`config.mk`:
```
export PLATFORM = sky130hd
export DESIGN_NAME = hsync_monitor_flat
export DESIGN_NICKNAME = d
export VERILOG_FILES = /design/src/rtl/hsync_if.sv /design/src/rtl/hsync_monitor.sv /design/src/flat_wrapper.sv
export SDC_FILE = /design/constraint.sdc
export NUM_CORES = 1
export LEC_CHECK = 0
export ABC_AREA = 1
export CAP_MARGIN = 25
export CORE_MARGIN = 5
export CORE_UTILIZATION = 59
export CTS_BUF_LIST = sky130_fd_sc_hd__clkbuf_8
export CTS_CLUSTER_SIZE = 25
export DETAILED_ROUTE_END_ITERATION = 16
export DONT_BUFFER_PORTS = 1
export PLACE_DENSITY = 0.77
export SYNTH_ARGS = -nofsm -noshare
export SYNTH_HDL_FRONTEND = slang
export SYNTH_SLANG_ARGS = --single-unit
```
`constraint.sdc`:
```
create_clock -name clk -period 2.08 [get_ports clk]
set_input_delay 0.208 -clock clk [delete_from_list [all_inputs] [get_ports clk]]
set_output_delay 0.208 -clock clk [all_outputs]
set_load 0.01 [all_outputs]
```
`src/rtl/hsync_if.sv`:
```
// ---------------------------------------------------------------------------
// hsync_if
//   Bundles the horizontal-sync monitor's pin and its recovered timing outputs.
//
//   VGA_HSYNC    incoming horizontal sync, active low, asynchronous to clk
//   locked       timing locked; HPIXEL/pixel_valid meaningful only when 1
//   HPIXEL       recovered pixel column 0..127
//   pixel_valid  high during the active display window while locked
//   line_period  last measured period (falling edge to falling edge)
//   pulse_width  last measured sync-low width
//   sync_error   one-cycle pulse on an out-of-spec line or a timeout
//
//   master : the monitor (samples VGA_HSYNC, drives the timing outputs)
//   slave  : the line source / capture side (drives VGA_HSYNC, reads timing)
// ---------------------------------------------------------------------------
interface hsync_if;
    logic        VGA_HSYNC;
    logic        locked;
    logic [6:0]  HPIXEL;
    logic        pixel_valid;
    logic [10:0] line_period;
    logic [10:0] pulse_width;
    logic        sync_error;

    modport master (
        input  VGA_HSYNC,
        output locked, HPIXEL, pixel_valid, line_period, pulse_width, sync_error
    );

    modport slave (
        output VGA_HSYNC,
        input  locked, HPIXEL, pixel_valid, line_period, pulse_width, sync_error
    );
endinterface

```
`src/rtl/hsync_monitor.sv`:
```
// ---------------------------------------------------------------------------
// hsync_monitor
//   Receive-side checker for VGA horizontal timing. Synchronises the incoming
//   active-low sync, measures line period and sync-low width, locks after
//   LOCK_LINES consecutive in-tolerance lines and then regenerates the pixel
//   column (HPIXEL) and the active-window flag (pixel_valid).
//
//   clk    system clock
//   reset  asynchronous, active-high reset
//   hsync  hsync_if.master: VGA_HSYNC in; locked, HPIXEL, pixel_valid,
//          line_period, pulse_width, sync_error out
// ---------------------------------------------------------------------------
module hsync_monitor #(
    parameter int LINE_CYCLES      = 1600,
    parameter int PULSE_CYCLES     = 192,
    parameter int BACK_PORCH       = 96,
    parameter int DISPLAY_CYCLES   = 1280,
    parameter int CYCLES_PER_PIXEL = 10,
    parameter int TOLERANCE        = 2,
    parameter int LOCK_LINES       = 4
) (
    input  logic    clk,
    input  logic    reset,
    hsync_if.master hsync
);
    localparam logic [11:0] CNT_MAX   = 12'hFFF;
    localparam logic [11:0] PER_MIN   = 12'(LINE_CYCLES - TOLERANCE);
    localparam logic [11:0] PER_MAX   = 12'(LINE_CYCLES + TOLERANCE);
    localparam logic [11:0] PW_MIN    = 12'(PULSE_CYCLES - TOLERANCE);
    localparam logic [11:0] PW_MAX    = 12'(PULSE_CYCLES + TOLERANCE);
    localparam logic [11:0] TIMEOUT   = 12'(LINE_CYCLES + TOLERANCE + 1);
    localparam logic [11:0] WIN_START = 12'(PULSE_CYCLES + BACK_PORCH);
    localparam logic [11:0] WIN_END   = 12'(PULSE_CYCLES + BACK_PORCH + DISPLAY_CYCLES - 1);
    localparam logic [3:0]  SUB_LAST  = 4'(CYCLES_PER_PIXEL - 1);
    localparam logic [2:0]  GOOD_LAST = 3'(LOCK_LINES - 1);

    typedef enum logic [1:0] {SEARCH, MEASURE, LOCKED} state_t;

    state_t      state;
    logic        sync1, sync2, sync3;
    logic        fall_strb, rise_strb;
    logic [11:0] cnt, cnt_nxt, pw_cap;
    logic        rise_seen;
    logic [2:0]  good_cnt;
    logic [3:0]  sub_cnt;
    logic        line_good, timeout, in_window;

    function automatic logic [10:0] clip11(input logic [11:0] v);
        return v[11] ? 11'h7FF : v[10:0];
    endfunction

    // Synchroniser idles high so reset never manufactures a falling edge.
    // Strobes are registered: they appear 3 clk after the pin edge.
    always_ff @(posedge clk or posedge reset) begin
        if (reset) begin
            sync1     <= 1'b1;
            sync2     <= 1'b1;
            sync3     <= 1'b1;
            fall_strb <= 1'b0;
            rise_strb <= 1'b0;
        end else begin
            // NOTE: non-blocking assignments make each flop sample its
            // pre-edge input, which is what turns this into a shift chain.
            sync1     <= hsync.VGA_HSYNC;
            sync2     <= sync1;
            sync3     <= sync2;
            fall_strb <= sync3 & ~sync2;
            rise_strb <= ~sync3 & sync2;
        end
    end

    // cnt counts cycles since the last fall strobe. It is loaded with 1 after
    // the strobe so that, in the strobe cycle itself, it still holds the
    // length of the line that just finished.
    always_comb begin
        // NOTE: every combinational output gets a value on every path,
        // so no latch can be inferred.
        cnt_nxt = cnt + 12'd1;
        if (fall_strb)
            cnt_nxt = 12'd1;
        else if (cnt == CNT_MAX)
            cnt_nxt = cnt;
    end

    assign line_good = rise_seen && (cnt >= PER_MIN) && (cnt <= PER_MAX)
                       && (pw_cap >= PW_MIN) && (pw_cap <= PW_MAX);
    // A fall strobe on the timeout cycle takes precedence.
    assign timeout   = (cnt == TIMEOUT) && !fall_strb;
    assign in_window = (cnt_nxt >= WIN_START) && (cnt_nxt <= WIN_END);

    always_ff @(posedge clk or posedge reset) begin
        if (reset) begin
            cnt       <= '0;
            pw_cap    <= '0;
            rise_seen <= 1'b0;
        end else begin
            cnt <= cnt_nxt;
            if (fall_strb) begin
                rise_seen <= 1'b0;
            end else if (rise_strb && !rise_seen) begin
                rise_seen <= 1'b1;
                pw_cap    <= cnt;
            end
        end
    end

    always_ff @(posedge clk or posedge reset) begin
        if (reset) begin
            state             <= SEARCH;
            good_cnt          <= '0;
            sub_cnt           <= '0;
            hsync.locked      <= 1'b0;
            hsync.HPIXEL      <= '0;
            hsync.pixel_valid <= 1'b0;
            hsync.line_period <= '0;
            hsync.pulse_width <= '0;
            hsync.sync_error  <= 1'b0;
        end else begin
            hsync.sync_error <= 1'b0;
            case (state)
                SEARCH: begin
                    if (fall_strb)
                        state <= MEASURE;
                end
                MEASURE, LOCKED: begin
                    if (fall_strb) begin
                        hsync.line_period <= clip11(cnt);
                        hsync.pulse_width <= clip11(pw_cap);
                        if (line_good) begin
                            if (state == MEASURE) begin
                                good_cnt <= good_cnt + 3'd1;
                                if (good_cnt == GOOD_LAST) begin
                                    state        <= LOCKED;
                                    hsync.locked <= 1'b1;
                                end
                            end
                        end else begin
                            // This edge already starts the next line.
                            good_cnt         <= '0;
                            hsync.sync_error <= 1'b1;
                            hsync.locked     <= 1'b0;
                            state            <= MEASURE;
                        end
                    end else if (timeout) begin
                        good_cnt         <= '0;
                        hsync.sync_error <= 1'b1;
                        hsync.locked     <= 1'b0;
                        state            <= SEARCH;
                    end
                end
                default: state <= SEARCH;
            endcase

            // Pixel window tracks cnt_nxt so the registered outputs line up
            // with cnt. Leaving LOCKED always coincides with cnt_nxt outside
            // the window (1 after a bad edge, past the end on timeout).
            if (state == LOCKED && in_window) begin
                hsync.pixel_valid <= 1'b1;
                if (!hsync.pixel_valid) begin
                    hsync.HPIXEL <= '0;
                    sub_cnt      <= '0;
                end else if (sub_cnt == SUB_LAST) begin
                    hsync.HPIXEL <= hsync.HPIXEL + 7'd1;
                    sub_cnt      <= '0;
                end else begin
                    sub_cnt <= sub_cnt + 4'd1;
                end
            end else begin
                hsync.pixel_valid <= 1'b0;
                hsync.HPIXEL      <= '0;
                sub_cnt           <= '0;
            end
        end
    end
endmodule

```
`src/flat_wrapper.sv`:
```
// flat-port wrapper written by rule: the top's interface ports become plain ports
module hsync_monitor_flat 
#(
    parameter int LINE_CYCLES      = 1600,
    parameter int PULSE_CYCLES     = 192,
    parameter int BACK_PORCH       = 96,
    parameter int DISPLAY_CYCLES   = 1280,
    parameter int CYCLES_PER_PIXEL = 10,
    parameter int TOLERANCE        = 2,
    parameter int LOCK_LINES       = 4
)
  (clk, reset, hsync_VGA_HSYNC, hsync_locked, hsync_HPIXEL, hsync_pixel_valid, hsync_line_period, hsync_pulse_width, hsync_sync_error);
  hsync_if hsync_i ();
  input  logic clk;
  input  logic reset;
  input wire logic [$bits(hsync_i.VGA_HSYNC)-1:0] hsync_VGA_HSYNC;
  output wire logic [$bits(hsync_i.locked)-1:0] hsync_locked;
  output wire logic [$bits(hsync_i.HPIXEL)-1:0] hsync_HPIXEL;
  output wire logic [$bits(hsync_i.pixel_valid)-1:0] hsync_pixel_valid;
  output wire logic [$bits(hsync_i.line_period)-1:0] hsync_line_period;
  output wire logic [$bits(hsync_i.pulse_width)-1:0] hsync_pulse_width;
  output wire logic [$bits(hsync_i.sync_error)-1:0] hsync_sync_error;
  assign hsync_i.VGA_HSYNC = hsync_VGA_HSYNC;
  assign hsync_locked = hsync_i.locked;
  assign hsync_HPIXEL = hsync_i.HPIXEL;
  assign hsync_pixel_valid = hsync_i.pixel_valid;
  assign hsync_line_period = hsync_i.line_period;
  assign hsync_pulse_width = hsync_i.pulse_width;
  assign hsync_sync_error = hsync_i.sync_error;
  hsync_monitor #(.LINE_CYCLES(LINE_CYCLES), .PULSE_CYCLES(PULSE_CYCLES), .BACK_PORCH(BACK_PORCH), .DISPLAY_CYCLES(DISPLAY_CYCLES), .CYCLES_PER_PIXEL(CYCLES_PER_PIXEL), .TOLERANCE(TOLERANCE), .LOCK_LINES(LOCK_LINES)) u_core (.clk(clk), .reset(reset), .hsync(hsync_i));
endmodule
```
* Word-level counts from Yosys, hierarchy flattened
Cells that the tools add are included.
** Word-level totals
- Register bits :: 71
- Logic and storage cells :: 97
- Output and inout port bits :: 32
** Cells by class
- Add/subtract/negate cells :: 4
- Equality and inequality tests :: 13
- Reduce and logical (&&, ||, !) cells :: 19
- $lt $le $gt $ge :: 6
- Multiplexer cells :: 33
- Bitwise gates (word level) :: 5
** Operator list (count)
- less-or-equal comparator 12 x 11 -> 1 bit, second input constant :: 2
- two-way mux 12 bit :: 2
- two-way mux 11 bit :: 2
- two-way mux 7 bit :: 3
- adder 12 x 1 -> 12 bit, second input constant :: 1
- equality test 12 x 11 -> 1 bit, second input constant :: 1
- equality test 12 bit, second input constant :: 1
- >= comparator 12 x 11 -> 1 bit, second input constant :: 1
- >= comparator 12 x 8 -> 1 bit, second input constant :: 1
- >= comparator 12 x 9 -> 1 bit, second input constant :: 1
- less-or-equal comparator 12 x 8 -> 1 bit, second input constant :: 1
- two-way mux 1 bit :: 12
- two-way mux 2 bit :: 6
- two-way mux 3 bit :: 4
- two-way mux 4 bit :: 3
- inequality test 3 bit, second input constant :: 3
- logical AND 1 bit :: 8
- inequality test 4 bit, second input constant :: 2
- AND reduction 4 bit :: 2
- adder 7 x 1 -> 7 bit, second input constant :: 1
- adder 4 x 1 -> 4 bit, second input constant :: 1
- equality test 4 bit, second input constant :: 1
- one-hot mux 2 bit (2 select lines) :: 1
- AND reduction 2 bit :: 2
- other kinds (13) :: 18

* Logic depth before layout (Yosys ltp)
Gate-level depths: netlist (run 1).
- Depth after elaboration :: 8
- Depth in mapped cells :: 14

* Least setup slack after synthesis (run 1)
No wires, ideal clock.
- Path type :: reg-to-reg
- Start :: reg u_core.cnt[1]
- End :: reg u_core.hsync.HPIXEL[3]
- Period minus slack after synthesis :: 1.752 ns
- Path buffers :: 2
- Arrival :: 1.629 ns
- Path slack :: 0.328 ns
- Setup time :: 0.123 ns
- Cell stages (with the launch flop) :: 13
- Required time :: 1.957 ns
- Cells stage by stage :: dfrtp_1 ha_1 inv_1 nor2_2 nand3_4 buf_6 nand3_2 nand2_2 nor2_1 nand2_1 nand3_2 buf_6 nor2_2
** On the way
- Longest elaborated chain between the ends :: 7
- Elaborated cells on any way between the ends :: 10
- Classes of those cells :: 1 x add/sub; 2 x order compare; 2 x eq/ne; 3 x mux; 2 x reduce/logical
** Ends and longest elaborated chain
- start: declaration :: line hsync_monitor.sv:42 : logic [11:0] cnt, cnt_nxt, pw_cap;
- start signal: assignment :: line hsync_monitor.sv:97 : cnt <= cnt_nxt;
- adder 12 x 1 -> 12 bit / equality test 12 bit (equally long branches) :: line hsync_monitor.sv:78, hsync_monitor.sv:81
- two-way mux 12 bit * :: line hsync_monitor.sv:81 : else if (cnt == CNT_MAX)
- two-way mux 12 bit * :: line hsync_monitor.sv:79 : if (fall_strb)
- >= comparator 12 x 9 -> 1 bit / less-or-equal comparator 12 x 11 -> 1 bit (equally long branches) :: line hsync_monitor.sv:89 : assign in_window = (cnt_nxt >= WIN_START) && (cnt_nxt <= WIN_END);
- logical AND 1 bit * :: line hsync_monitor.sv:89
- logical AND 1 bit * :: line hsync_monitor.sv:157 : if (state == LOCKED && in_window) begin
- inequality test 3 bit (no source line) / two-way mux 7 bit (equally long branches)
- end signal: assignment :: line hsync_monitor.sv:163 : hsync.HPIXEL <= hsync.HPIXEL + 7'd1;
- end: declaration :: line hsync_if.sv:27 : output locked, HPIXEL, pixel_valid, line_period, pulse_width, sync_error
Mark *: on every way between the ends. The rest lies on a longest branch, timed or not.
A chain may end at the register's enable or synchronous reset.

* Worst setup path in the final report (run 1)
- Start :: reg u_core.cnt[0]
- End :: reg u_core.sub_cnt[0]
** On the way
- Longest elaborated chain between the ends :: 7
- Elaborated cells on any way between the ends :: 9
- Classes of those cells :: 1 x add/sub; 2 x order compare; 1 x eq/ne; 3 x mux; 2 x reduce/logical
** Ends and longest elaborated chain
- adder 12 x 1 -> 12 bit / equality test 12 bit (equally long branches) :: line hsync_monitor.sv:78, hsync_monitor.sv:81
- two-way mux 12 bit * :: line hsync_monitor.sv:81
- two-way mux 12 bit * :: line hsync_monitor.sv:79
- >= comparator 12 x 9 -> 1 bit / less-or-equal comparator 12 x 11 -> 1 bit (equally long branches) :: line hsync_monitor.sv:89
- logical AND 1 bit * :: line hsync_monitor.sv:89
- logical AND 1 bit * :: line hsync_monitor.sv:157
- two-way mux 4 bit * :: line hsync_monitor.sv:157
- end signal: assignment :: line hsync_monitor.sv:166 : sub_cnt <= sub_cnt + 4'd1;
- end: declaration :: line hsync_monitor.sv:45 : logic [3:0] sub_cnt;
Marked as above.

==> results of run 1 <==
sequential cells by signal (all words and copies together), names as in the netlist, 2 cells and up:
register                  cells
u_core.cnt                   12
u_core.pw_cap                12
u_core.good_cnt               3
u_core.state                  2
u_core.sub_cnt                4
u_core.hsync.line_period     11
u_core.hsync.pulse_width     11
u_core.hsync.HPIXEL           7
cells by family after synthesis:
family | Yosys count
AOI/OAI and AO/OA | 61
adders and majority gates | 12
DFF | 71
and+or+nand+nor | 211
xor gates and xnor gates | 5
buffers and inverters | 75
worst max-delay path: cells and delay by family (launching register included):
kind | cells | cell delay, ns
adders and majority gates | 1 | 0.22
buffers and inverters | 2 | 0.24
DFF | 1 | 0.41
and+or+nand+nor | 8 | 0.88
Yosys cell counts:
cell                       instances  area share
sky130_fd_sc_hd__or2_2             2      0.0035
sky130_fd_sc_hd__dfstp_2           3       0.022
sky130_fd_sc_hd__o21ai_1           2      0.0028
sky130_fd_sc_hd__or2_0             1      0.0017
sky130_fd_sc_hd__o31ai_1           2      0.0042
sky130_fd_sc_hd__xor2_1            4      0.0097
sky130_fd_sc_hd__nand4_1           6       0.010
sky130_fd_sc_hd__a21boi_1          2      0.0042
sky130_fd_sc_hd__buf_6             3      0.0094
sky130_fd_sc_hd__nor4_1            1      0.0017
sky130_fd_sc_hd__nand2_2           7       0.012
sky130_fd_sc_hd__a31oi_1           6       0.010
sky130_fd_sc_hd__o21ai_0          27       0.038
sky130_fd_sc_hd__nor3_1            3      0.0042
sky130_fd_sc_hd__o21bai_1          1      0.0021
sky130_fd_sc_hd__dfrtp_1          68        0.47
sky130_fd_sc_hd__clkbuf_8          1      0.0038
sky130_fd_sc_hd__nor2_2           12       0.021
sky130_fd_sc_hd__inv_1            60       0.063
sky130_fd_sc_hd__buf_4             2      0.0042
sky130_fd_sc_hd__xnor2_1           1      0.0024
sky130_fd_sc_hd__clkbuf_1          5      0.0052
sky130_fd_sc_hd__a21oi_1          19       0.026
sky130_fd_sc_hd__nand3_2           3      0.0083
sky130_fd_sc_hd__nand2_1          82       0.086
sky130_fd_sc_hd__nand3b_1          5       0.010
sky130_fd_sc_hd__nor2_4            2      0.0063
sky130_fd_sc_hd__buf_2             2      0.0028
sky130_fd_sc_hd__a22oi_1           1      0.0021
sky130_fd_sc_hd__nor2_1           58       0.060
sky130_fd_sc_hd__ha_1             12       0.042
sky130_fd_sc_hd__nand3_4           1      0.0049
sky130_fd_sc_hd__inv_2             2      0.0021
sky130_fd_sc_hd__nand3_1          28       0.039
sky130_fd_sc_hd__a41oi_1           1      0.0024
area by class of cell:
cell class / instances / area [um2]
Sequential cell: 71 / 1780
Inverter: 62 / 233
Tap cell: 75 / 93.8
Fill cell: 491 / 2040
Clock inverter: 7 / 71.3
Timing Repair Buffer: 8 / 81.3
Clock buffer: 9 / 124
Multi-Input combinational cell: 289 / 1500
final timing paths:
check / slack [ns] / startpoint / to
max in group asynchronous: 1.07 / reset / u_core.sync1
min in group clk: 0.36 / u_core.sync1 / u_core.sync2
max reg2reg: 0.19 / u_core.cnt[0] / u_core.sub_cnt[0]
min reg2reg: 0.36 / u_core.sync1 / u_core.sync2
max: 0.19 / u_core.cnt[0] / u_core.sub_cnt[0]
min: 0.33 / reset / u_core.hsync.pulse_width[3]
stage by stage:
| step | area [um2] | setup slack [ns] |
|---|---|---|
| floorplan | 3600 | 0.0804 |
| global placement | 3660 | 0.210 |
| detailed placement | 3660 | 0.115 |
| CTS | 3870 | 0.103 |
| global route | 3880 | 0.0104 |
| finish | 3880 | 0.192 |
routing by layer:
metal | part of all wire | wire (um) | track usage
met2 | 0.47 | 3390 | 0.320
met5 | 0 | 0 | 0
met3 | 0.062 | 454 | 0.0583
met1 | 0.46 | 3320 | 0.288
met4 | 0.014 | 104 | 0.0852
power breakdown:
part	leakage (nW)	switching, mW	internal (mW)
Clock	0.103	0.526	0.555
Combinational	0.831	0.421	0.284
Sequential	0.922	0.355	1.68
Total	1.86	1.30	2.52
what timing repair did:
item                                   CTS  global route
resized for setup                        0             4
endpoints found under the hold margin   21             0
setup endpoints to repair                0            16
hold buffers                             2             0
==> flow_results.org, run 1 <==
** Status
- The run finished with clean final reports.

** Floorplan
- X dimension of the die :: 88.1 um
- Number of placed I/O pins :: 35
- Initial standard-cell utilization of the core :: 0.608
- Placement row count :: 28
- From bottom edge to top edge, the die measures 88.1 um.
- DIE AREA :: 7760 um2
- The core region is 5920 um2.

** Detailed routing
- For this block, the initial DRC count from the detailed router was 144.
- For this block, the routed nets add up to 7270 um of wire.
- For this block, the via count after detailed routing is 2787.
- After detailed routing, the number of remaining DRC violations is 0.
- 1st-pass router iterations :: 5
- DR WL/cell :: 14.0 um
- Once detail routing completed, the nets flagged for antenna violations numbered 0.
- Number of vias per cell :: 5.35

** Worst setup path
- Worst path slowest cell :: sky130_fd_sc_hd__dfrtp_2
- STA puts the critical path data required time at 2.31 ns.
- Traced cell by cell, the critical path runs through ha_2, inv_1, nor2_2, nand3_4, nand3_1, nand2_1, nand4_1, nand2_1, nand3_2, buf_6, nor2_2.
- Of all nets on the critical path, the largest fanout is 14.
- The worst setup path is captured at a flop.
- Depth of the most critical reg-to-reg path :: 11
- The critical path is of the reg -> reg type.
- Data arrives at the worst endpoint at 2.12 ns.
- The worst setup path is launched from a flop.
- Largest stage delay on the critical path :: 0.41 ns

** Timing
- Total setup violations reported at the end of the flow :: 0
- Post-route setup TNS :: 0 ns
- RSZ-0062 raised after global routing :: no
- The number of endpoints with negative hold slack in the final report was 0.
- Final worst clock skew :: 0.0133 ns
- Worst hold slack after final layout :: 0.330 ns
- The worst pin sits at a relative slew slack of 0.595.
- Final Max Slew Viols :: 0
- In the finished design, the share of the clock period the worst path needs comes to 0.908.
- At the pin with the least slew margin, the transition time is 0.606 ns.
- The clock period could shrink to 1.89 ns.
- Static timing analysis puts the maximum clock frequency at 530 MHz.

** Synthesis
- In this run, synthesis produced a sequential element count of 71.
- Combinational family with the most area after synthesis :: simple AND/OR/NAND/NOR gates
- Measured against the total synthesized area, the mux share comes to 0.
- Mean cell area of the mapped netlist :: 8.28 um2
- For this run, the number of Yosys warnings is 0.
- Of the total synthesized cell area, the portion taken by full adders, half adders and majority gates is 0.0417.
- Sequential area share after synthesis :: 0.495
- Synthesis produced a netlist with a net count of 450.
- Xor/xnor share of the synthesized area :: 0.0122
- Cell area after synthesis :: 3600 um2
- The synthesized netlist contains 35 unique library cells.
- Instance count of the mapped netlist :: 435
- Of the total synthesized cell area, the portion taken by AND, OR, NAND and NOR gates is 0.269.
- Compound-Gate Fraction of Synth Area :: 0.0921

** Min path
- Kind of path behind the tightest hold check :: in -> async

** Pwr
- Power spread over the standard cell area amounts to 984 nW/um2.
- Total leakage power :: 1.86 nW
- Summing internal, switching and leakage power gives 3.82 mW.
- Worst IR Drop VDD :: 0.000658 V

** Global route
- Total global routing overflow :: 0
- The initial antenna violation count came to 0.
- The number of global-route vias before repair is 2807.
- Entering global routing, the biggest net connects 52 pins.
- Total Routing Usage GR :: 0.211
- First-pass GRT wire length :: 12700 um

** Final layout
- Relative to the synthesized area, the layout overhead comes to 7.86%.
- Share of final-layout standard cells stronger than drive strength 1 :: 0.130
- After the flow finishes, the layout carries non-filler instances totaling 521.
- The final layout contains 456 nets.
- Leading cell type in the layout, fill and taps excluded :: sky130_fd_sc_hd__nand2_1
- At the end of the flow the core is filled with cells to 0.656.
- Highest-count cells in the layout ignoring fill and taps :: sky130_fd_sc_hd__nand2_1, sky130_fd_sc_hd__dfrtp_1, sky130_fd_sc_hd__nor2_1, sky130_fd_sc_hd__inv_1, sky130_fd_sc_hd__nand3_1
- The repair_antennas step left the layout with diodes totalling 0.

** Clocking
- TritonCTS clock tree :: yes
- Number of sinks handled by clock tree synthesis :: 71
- The clock passes through at most 2 buffers.
- Clock tree synthesis selected as its root buffer the cell sky130_fd_sc_hd__clkbuf_8.
- Clock slew seen by the registers of the worst setup and hold paths :: 0.08 ns
- Setup Fix Bufs, Post-CTS :: 0
- Worst skew pair latency :: 0.35 ns
- H-tree levels :: 3
- CTS buffer count :: 9

** Place
- Total of buffers placed on input and output ports :: 0
- After legalization and detailed placement, the total HPWL measured 5280 um.
- Cells after DPL :: 503
- Routability congestion estimate :: 0.916

** Flow run
- Across the run, the number of max-cap violations was 0.
Power figures use the tool's default switching activity.
==> run 2, diff against run 1 <==
--- a/config.mk
+++ b/config.mk
@@ -7,7 +7,6 @@
 export LEC_CHECK = 0
 export ABC_AREA = 1
 export CAP_MARGIN = 25
-export CORE_MARGIN = 5
 export CORE_UTILIZATION = 59
 export CTS_BUF_LIST = sky130_fd_sc_hd__clkbuf_8
 export CTS_CLUSTER_SIZE = 25
==> flow_results.org, run 2 (same netlist as run 1, synthesis figures left out) <==
** Status
- Status: completed (unchanged).

** Global route
- Via count of the first global-routing pass :: 2784 (was 2807)
- The global-route wire length before repair came to 12700 um (about the same).
- Number of antenna violations at the first check in global routing :: 0 (unchanged)
- The all-layer global routing usage came to 0.261 (was 0.211).
- Total global routing overflow :: 0 (unchanged)
- The pin count of the biggest net entering global routing is 33 (was 52).

** Min path
- Kind of path behind the tightest hold check :: in -> async (unchanged)

** Final layout
- The final antenna diode count was 0 (unchanged).
- Leading cell type in the layout, fill and taps excluded :: sky130_fd_sc_hd__nand2_1 (unchanged)
- The post-synthesis to final-layout area growth is 7.09% (was 7.86%).
- The layout net count is 458 (was 456).
- The register area was 1780 um2 (unchanged).
- Largest registers: u_core.cnt (12), u_core.pw_cap (12) (unchanged).
- The fill cell instance count of the final layout came to 508 (was 491).
- The fraction of final layout cells with drive strength greater than 1 is 0.125 (was 0.130).
- Highest-count cells in the layout ignoring fill and taps: sky130_fd_sc_hd__nand2_1, sky130_fd_sc_hd__dfrtp_1, sky130_fd_sc_hd__inv_1 (was sky130_fd_sc_hd__nand2_1, sky130_fd_sc_hd__dfrtp_1, sky130_fd_sc_hd__nor2_1, sky130_fd_sc_hd__inv_1, sky130_fd_sc_hd__nand3_1).
- The combined area of the multi-input logic cells is 1500 um2 (unchanged).

** Pwr
- Worst IR Drop VDD :: 0.000464 V (was 0.000658 V)
- Power Dens Cells :: 959 nW/um2 (was 984 nW/um2)
- The leakage power summed over all cells is 1.85 nW (was 1.86 nW).

** Timing
- Final cycle utilization of the critical path :: 0.923 (was 0.908)
- The number of endpoints with negative hold slack in the final report was 0 (unchanged).
- The setup skew after layout came to 0.0132 ns (was 0.0133 ns).
- Max frequency :: 521 MHz (was 530 MHz)
- The time the worst path needs with I/O delays and setup was 1.92 ns (was 1.89 ns).
- The final setup violation count was 0 (unchanged).
- The worst slew slack as a fraction of its limit came to 0.601 (was 0.595).
- The slew of the pin with the lowest slew margin is 0.598 ns (was 0.606 ns).
- Worst path setup slack after routing :: 0.159 ns (was 0.192 ns)
- The final hold slack is 0.234 ns (was 0.330 ns).
- The total count of max-transition violations in the final report was 0 (unchanged).

** Floorplan
- Number of placed I/O pins :: 35 (unchanged)
- The area of the core came to 5890 um2 (was 5920 um2).
- X dimension of the die :: 80.1 um (was 88.1 um)
- Height of the die :: 80.1 um (was 88.1 um)
- DIE AREA :: 6420 um2 (was 7760 um2)
- The starting utilization of the core area is 0.612 (was 0.608).
- The number of placement rows came to 28 (unchanged).

** Clocking
- Max Root-Sink Buffers :: 2 (unchanged)
- Setup Fix Bufs, Post-CTS :: 0 (unchanged)
- The clock insertion delay at the later pin of the skew report is 0.35 ns (about the same).
- The clock transition time at the flip-flop clock pins of the worst setup and hold paths is 0.08 ns (about the same).
- CTS buffer count :: 9 (unchanged)
- Root Driver :: sky130_fd_sc_hd__clkbuf_8 (unchanged)
- TritonCTS clock tree :: yes (unchanged)
- The depth of the CTS H-tree came to 3 (unchanged).
- Number of sinks handled by clock tree synthesis :: 71 (unchanged)

** Place
- The number of input and output port buffers inserted is 0 (unchanged).
- Routability congestion estimate :: 0.944 (was 0.916)
- Estimated wirelength of the detail-placed design :: 5320 um (was 5280 um)
- The pre-CTS setup slack came to 0.0770 ns (was 0.115 ns).

** Worst setup path
- Kind of start point of the critical path :: flop (unchanged)
- Setup Crit Path Kind :: reg -> reg (unchanged)
- The arrival time at the worst endpoint came to 2.20 ns (was 2.12 ns).
- The data required time of the worst path came to 2.35 ns (was 2.31 ns).
- Max Fanout on Critical Path :: 14 (unchanged)
- Reg-to-reg setup timing slack :: 0.16 ns (was 0.19 ns)
- The kind of capture point of the worst setup path was a flop (unchanged).

** Detailed routing
- DR WL/cell :: 14.2 um (was 14.0 um)
- DRC violations left :: 0 (unchanged)
- Post-route ant nets :: 0 (unchanged)
- The DRC violation total after the first TritonRoute iteration came to 159 (was 144).
- Wire length after detailed routing :: 7410 um (was 7270 um)
- Number of vias per cell :: 5.32 (was 5.35)
- 1st-pass router iterations :: 4 (was 5)
- The total number of vias came to 2779 (was 2787).

** Flow run
- MaxCap Viol Count :: 0 (unchanged)
[run 2: cell types whose count changed in the layout (fill, tap and decap cells not counted), sizes merged]
cell      change
buf           +2
bufinv        -1
clkbuf        +1
clkinv        -4
clkinvlp      +2
inv           +1
[run 2: report_power, final]
part | internal (mW) | switching [mW]
registers | 1.68 | 0.360
logic | 0.285 | 0.422
clock network | 0.448 | 0.502
[run 2: worst paths after layout]
kind / cells past startpoint / end / from
worst max-delay path: 12 / u_core.hsync.HPIXEL[6] / u_core.cnt[0]
worst min-delay path: 2 / u_core.hsync.pulse_width[4] / reset
worst max register to register: 12 / u_core.hsync.HPIXEL[6] / u_core.cnt[0]
worst min register to register: 0 / u_core.sync2 / u_core.sync1
max in group asynchronous: 3 / u_core.sync1 / reset
min in group clk: 0 / u_core.sync2 / u_core.sync1
[run 2: final cells by class]
| type | count | area share |
|---|---|---|
| clock buffers | 10 | 0.0357 |
| well taps | 75 | 0.0243 |
| repair buffers | 10 | 0.0217 |
| clock inverters | 5 | 0.00714 |
| inverters | 62 | 0.0604 |
| multi-input cells | 289 | 0.389 |
| flip-flops and latches | 71 | 0.462 |
[run 2: what timing repair did]
action                                  CTS  global route
hold buffers                              2             0
endpoints found under the hold margin    11             0
endpoints found under the setup margin    0            12
resized for setup                         0             3
[run 2: routing by layer]
metal,up-vias,GRT usage,share of wire,routed length [um]
li1,1394,-,-,-
met1,1315,0.339,0.46,3430
met2,59,0.419,0.48,3530
met3,11,0.0500,0.040,295
met4,0,0.127,0.020,151
met5,-,0,0,0
[run 2: through the flow]
| step | std cells | utilization | area, um2 | power, mW | TNS [ns] |
|---|---|---|---|---|---|
| floorplan | 435 | - | 3600 | 2.57 | 0 |
| global route | 522 | 0.655 | 3850 | 3.94 | -0.00200 |
| detailed placement | 505 | 0.622 | 3660 | 2.77 | 0 |
| global placement | 505 | 0.622 | 3660 | 2.72 | 0 |
| finish | 522 | 0.655 | 3850 | 3.70 | 0 |
| CTS | 522 | 0.654 | 3850 | 3.71 | 0 |
[run 2: worst max-delay path, cell delays in order, from the launching register on]
cell                      delay, ns
sky130_fd_sc_hd__dfrtp_2       0.40
sky130_fd_sc_hd__ha_2          0.23
sky130_fd_sc_hd__inv_1         0.07
sky130_fd_sc_hd__nor2_2        0.18
sky130_fd_sc_hd__nand3_4       0.18
sky130_fd_sc_hd__nand3_1       0.11
sky130_fd_sc_hd__nand2_1       0.10
sky130_fd_sc_hd__nand3_2       0.12
sky130_fd_sc_hd__nand2_2       0.06
sky130_fd_sc_hd__nand2_2       0.06
sky130_fd_sc_hd__nand3_2       0.08
sky130_fd_sc_hd__buf_6         0.17
sky130_fd_sc_hd__nor2_2        0.10
==> run 3, diff against run 2 <==
--- a/config.mk
+++ b/config.mk
@@ -13,6 +13,8 @@
 export DETAILED_ROUTE_END_ITERATION = 16
 export DONT_BUFFER_PORTS = 1
 export PLACE_DENSITY = 0.77
+export RECOVER_POWER = 100
+export SETUP_SLACK_MARGIN = 0.4
 export SYNTH_ARGS = -nofsm -noshare
 export SYNTH_HDL_FRONTEND = slang
 export SYNTH_SLANG_ARGS = --single-unit
==> flow_results.org, run 3 (same netlist as run 1, synthesis figures left out) <==
** Place
- Estimated wirelength of the detail-placed design :: 5200 um (was 5320 um)
- The area of placed instances was 3690 um2 (was 3660 um2).
- The final estimated routing congestion in global placement is 0.942 (was 0.944).
- The number of input and output port buffers inserted is 0 (unchanged).
- Cells after DPL :: 505 (unchanged)
- The pre-CTS setup slack is 0.105 ns (was 0.0770 ns).

** Worst setup path
- The kind of critical path is reg -> reg (unchanged).
- The cell that appears most often on the critical path is sky130_fd_sc_hd__nand3_4.
- The cell at the slowest stage of the critical path is sky130_fd_sc_hd__dfrtp_1 (was sky130_fd_sc_hd__dfrtp_2).
- The critical path buffer and inverter count came to 3 (was 2).
- Cell breakdown of the critical path :: ha_4, inv_1, nor2_4, nand3_4, clkbuf_4, nand3_1, a21boi_2, nand3_4, clkbuf_16, nor2_2 (was ha_2, inv_1, nor2_2, nand3_4, nand3_1, nand2_1, nand3_2, nand2_2, nand2_2, nand3_2, buf_6, nor2_2)
- The startpoint kind of the worst setup timing path is a flop (unchanged).
- The arrival time at the worst endpoint was 2.16 ns (was 2.20 ns).
- The data required time of the worst path was 2.36 ns (was 2.35 ns).
- Max Fanout on Critical Path :: 7 (was 14)
- Type of element capturing the critical path :: flop (unchanged)
- The largest stage delay on the critical path was 0.47 ns (was 0.40 ns).
- The largest delay contributor family on the critical path was buffers and inverters (was simple AND/OR/NAND/NOR gates).

** Floorplan
- Placement row count :: 28 (unchanged)
- X dimension of the die :: 80.1 um (unchanged)
- The vertical die dimension is 80.1 um (unchanged).
- The number of top-level pins came to 35 (unchanged).
- Initial standard-cell utilization of the core :: 0.612 (unchanged)
- The full die area came to 6420 um2 (unchanged).
- Placeable core region :: 5890 um2 (unchanged)

** Clocking
- The number of clock buffers inserted by TritonCTS is 9 (unchanged).
- The clock transition time at the flip-flop clock pins of the worst setup and hold paths came to 0.07 ns (was 0.08 ns).
- TritonCTS clock tree :: yes (unchanged)
- Number of sinks handled by clock tree synthesis :: 71 (unchanged)
- Root Driver :: sky130_fd_sc_hd__clkbuf_8 (unchanged)
- Worst skew pair latency :: 0.35 ns (about the same)
- The depth of the CTS H-tree was 3 (unchanged).
- Max Root-Sink Buffers :: 2 (unchanged)

** Timing
- The worst setup margin is 0.197 ns (was 0.159 ns).
- Worst hold slack after final layout :: 0.367 ns (was 0.234 ns)
- Post-route setup TNS :: 0 ns (unchanged)
- Slew of the pin with the lowest slew margin :: 0.788 ns (was 0.598 ns)
- The number of endpoints with negative hold slack in the final report came to 0 (unchanged).
- The setup skew after layout was 0.0110 ns (was 0.0132 ns).
- The worst slew slack as a fraction of its limit came to 0.474 (was 0.601).
- Setup repair after global routing could not meet its margin everywhere.
- Max frequency :: 531 MHz (was 521 MHz)
- The share of the cycle needed by the critical path after routing came to 0.905 (was 0.923).
- Final critical path time including I/O delays and setup :: 1.88 ns (was 1.92 ns)
- The total count of max-transition violations in the final report is 0 (unchanged).
- The final setup violation count is 0 (unchanged).

** Detailed routing
- 1st-pass router iterations :: 6 (was 4)
- The total routed wirelength came to 7930 um (was 7410 um).
- The via density per instance is 5.51 (was 5.32).
- The total number of vias came to 2980 (was 2779).
- The post-detailed-route DRC marker count is 0 (unchanged).
- The number of antenna-violating nets in the routed design is 0 (unchanged).
- The DRC violation total after the first TritonRoute iteration is 231 (was 159).
- The average wire per cell in the routed design is 14.7 um (was 14.2 um).

** Status
- Status :: completed (unchanged)

** Global route
- The all-layer global routing usage was 0.263 (was 0.261).
- Total global routing overflow :: 0 (unchanged)
- The pin count of the biggest net entering global routing came to 39 (was 33).
- Via count of the first global-routing pass :: 2774 (was 2784)
- Number of antenna violations at the first check in global routing :: 0 (unchanged)
- The global-route wire length before repair came to 12900 um (was 12700 um).

** Pwr
- The net switching share of the total power was 0.347 (about the same).
- Fraction of power consumed by sequential logic :: 0.504 (was 0.552)
- The net switching power of the design came to 1.41 mW (was 1.28 mW).
- Power Dens Cells :: 971 nW/um2 (was 959 nW/um2)
- The part of the power in combinational logic is 0.217 (was 0.191).
- Total leakage power :: 1.98 nW (was 1.85 nW)
- Internal Pwr Total :: 2.66 mW (was 2.41 mW)
- Total power draw :: 4.07 mW (was 3.70 mW)
- The peak ir drop on the vdd network came to 0.000648 V (was 0.000464 V).
- The share of power burned in the clock network is 0.279 (was 0.257).

** Final layout
- The post-synthesis to final-layout area growth is 16.5% (was 7.09%).
- Largest registers :: u_core.cnt (12), u_core.pw_cap (12) (unchanged)
- The fraction of final layout cells with drive strength greater than 1 was 0.238 (was 0.125).
- Utilization of the core after routing :: 0.713 (was 0.655)
- Highest-count cells in the layout ignoring fill and taps :: sky130_fd_sc_hd__nand2_1, sky130_fd_sc_hd__dfrtp_1, sky130_fd_sc_hd__inv_1 (unchanged)
- Post-Layout Cell Count :: 541 (was 522)
- Fill cell count :: 443 (was 508)
- The final antenna diode count is 0 (unchanged).
- Post-route design area :: 4200 um2 (was 3850 um2)
- Nets :: 476 (was 458)
- Leading cell type in the layout, fill and taps excluded :: sky130_fd_sc_hd__nand2_1 (unchanged)

** Min path
- The type of the worst min-delay path was reg -> reg (was in -> async).

** Flow run
- The max-cap check violation count came to 0 (unchanged).
[run 3: final cells by class]
cell class / instances / area [um2] / share of cell area
Clock inverter: 6 / 68.8 / 0.0164
Sequential cell: 71 / 1790 / 0.426
Multi-Input combinational cell: 289 / 1640 / 0.390
Clock buffer: 10 / 138 / 0.0328
Timing Repair Buffer: 28 / 235 / 0.0561
Tap cell: 75 / 93.8 / 0.0224
Inverter: 62 / 236 / 0.0564
[run 3: per-layer routing]
metal  part of all wire  vias up  global-route usage  wire length [um]
li1                   -     1442                   -                 -
met1               0.46     1436               0.365              3610
met2               0.47       89               0.395              3760
met3              0.052       13              0.0614               416
met4              0.018        0               0.107               142
met5                  0        -                   0                 0
[run 3: timing repair]
item                                    4_1_cts  5_1_grt
gates cloned                                  0        1
setup buffers                                11        6
endpoints found under the setup margin       18       33
pin swaps                                     9       16
hold buffers                                  2        0
endpoints found under the hold margin        34        0
gates resized for setup                      17       36
[run 3: final timing paths]
| check | startpoint | end | slack, ns | cells past startpoint |
|---|---|---|---|---|
| worst max-delay path | u_core.cnt[1] | u_core.sub_cnt[2] | 0.20 | 10 |
| worst min-delay path | u_core.sync1 | u_core.sync2 | 0.37 | 0 |
| worst max register to register | u_core.cnt[1] | u_core.sub_cnt[2] | 0.20 | 10 |
| worst min register to register | u_core.sync1 | u_core.sync2 | 0.37 | 0 |
| max in group asynchronous | reset | u_core.cnt[2] | 0.51 | 3 |
| min in group asynchronous | reset | u_core.sub_cnt[3] | 0.47 | 2 |
[run 3: power groups by stage]
stage	Clock (mW)	Combinational [mW]	Sequential, mW
2_1_floorplan	0	0.621	1.96
3_3_place_gp	0	0.693	2.06
3_5_place_dp	0	0.715	2.07
4_1_cts	1.15	0.797	2.05
5_1_grt	1.22	1.03	2.09
6_report	1.14	0.885	2.05
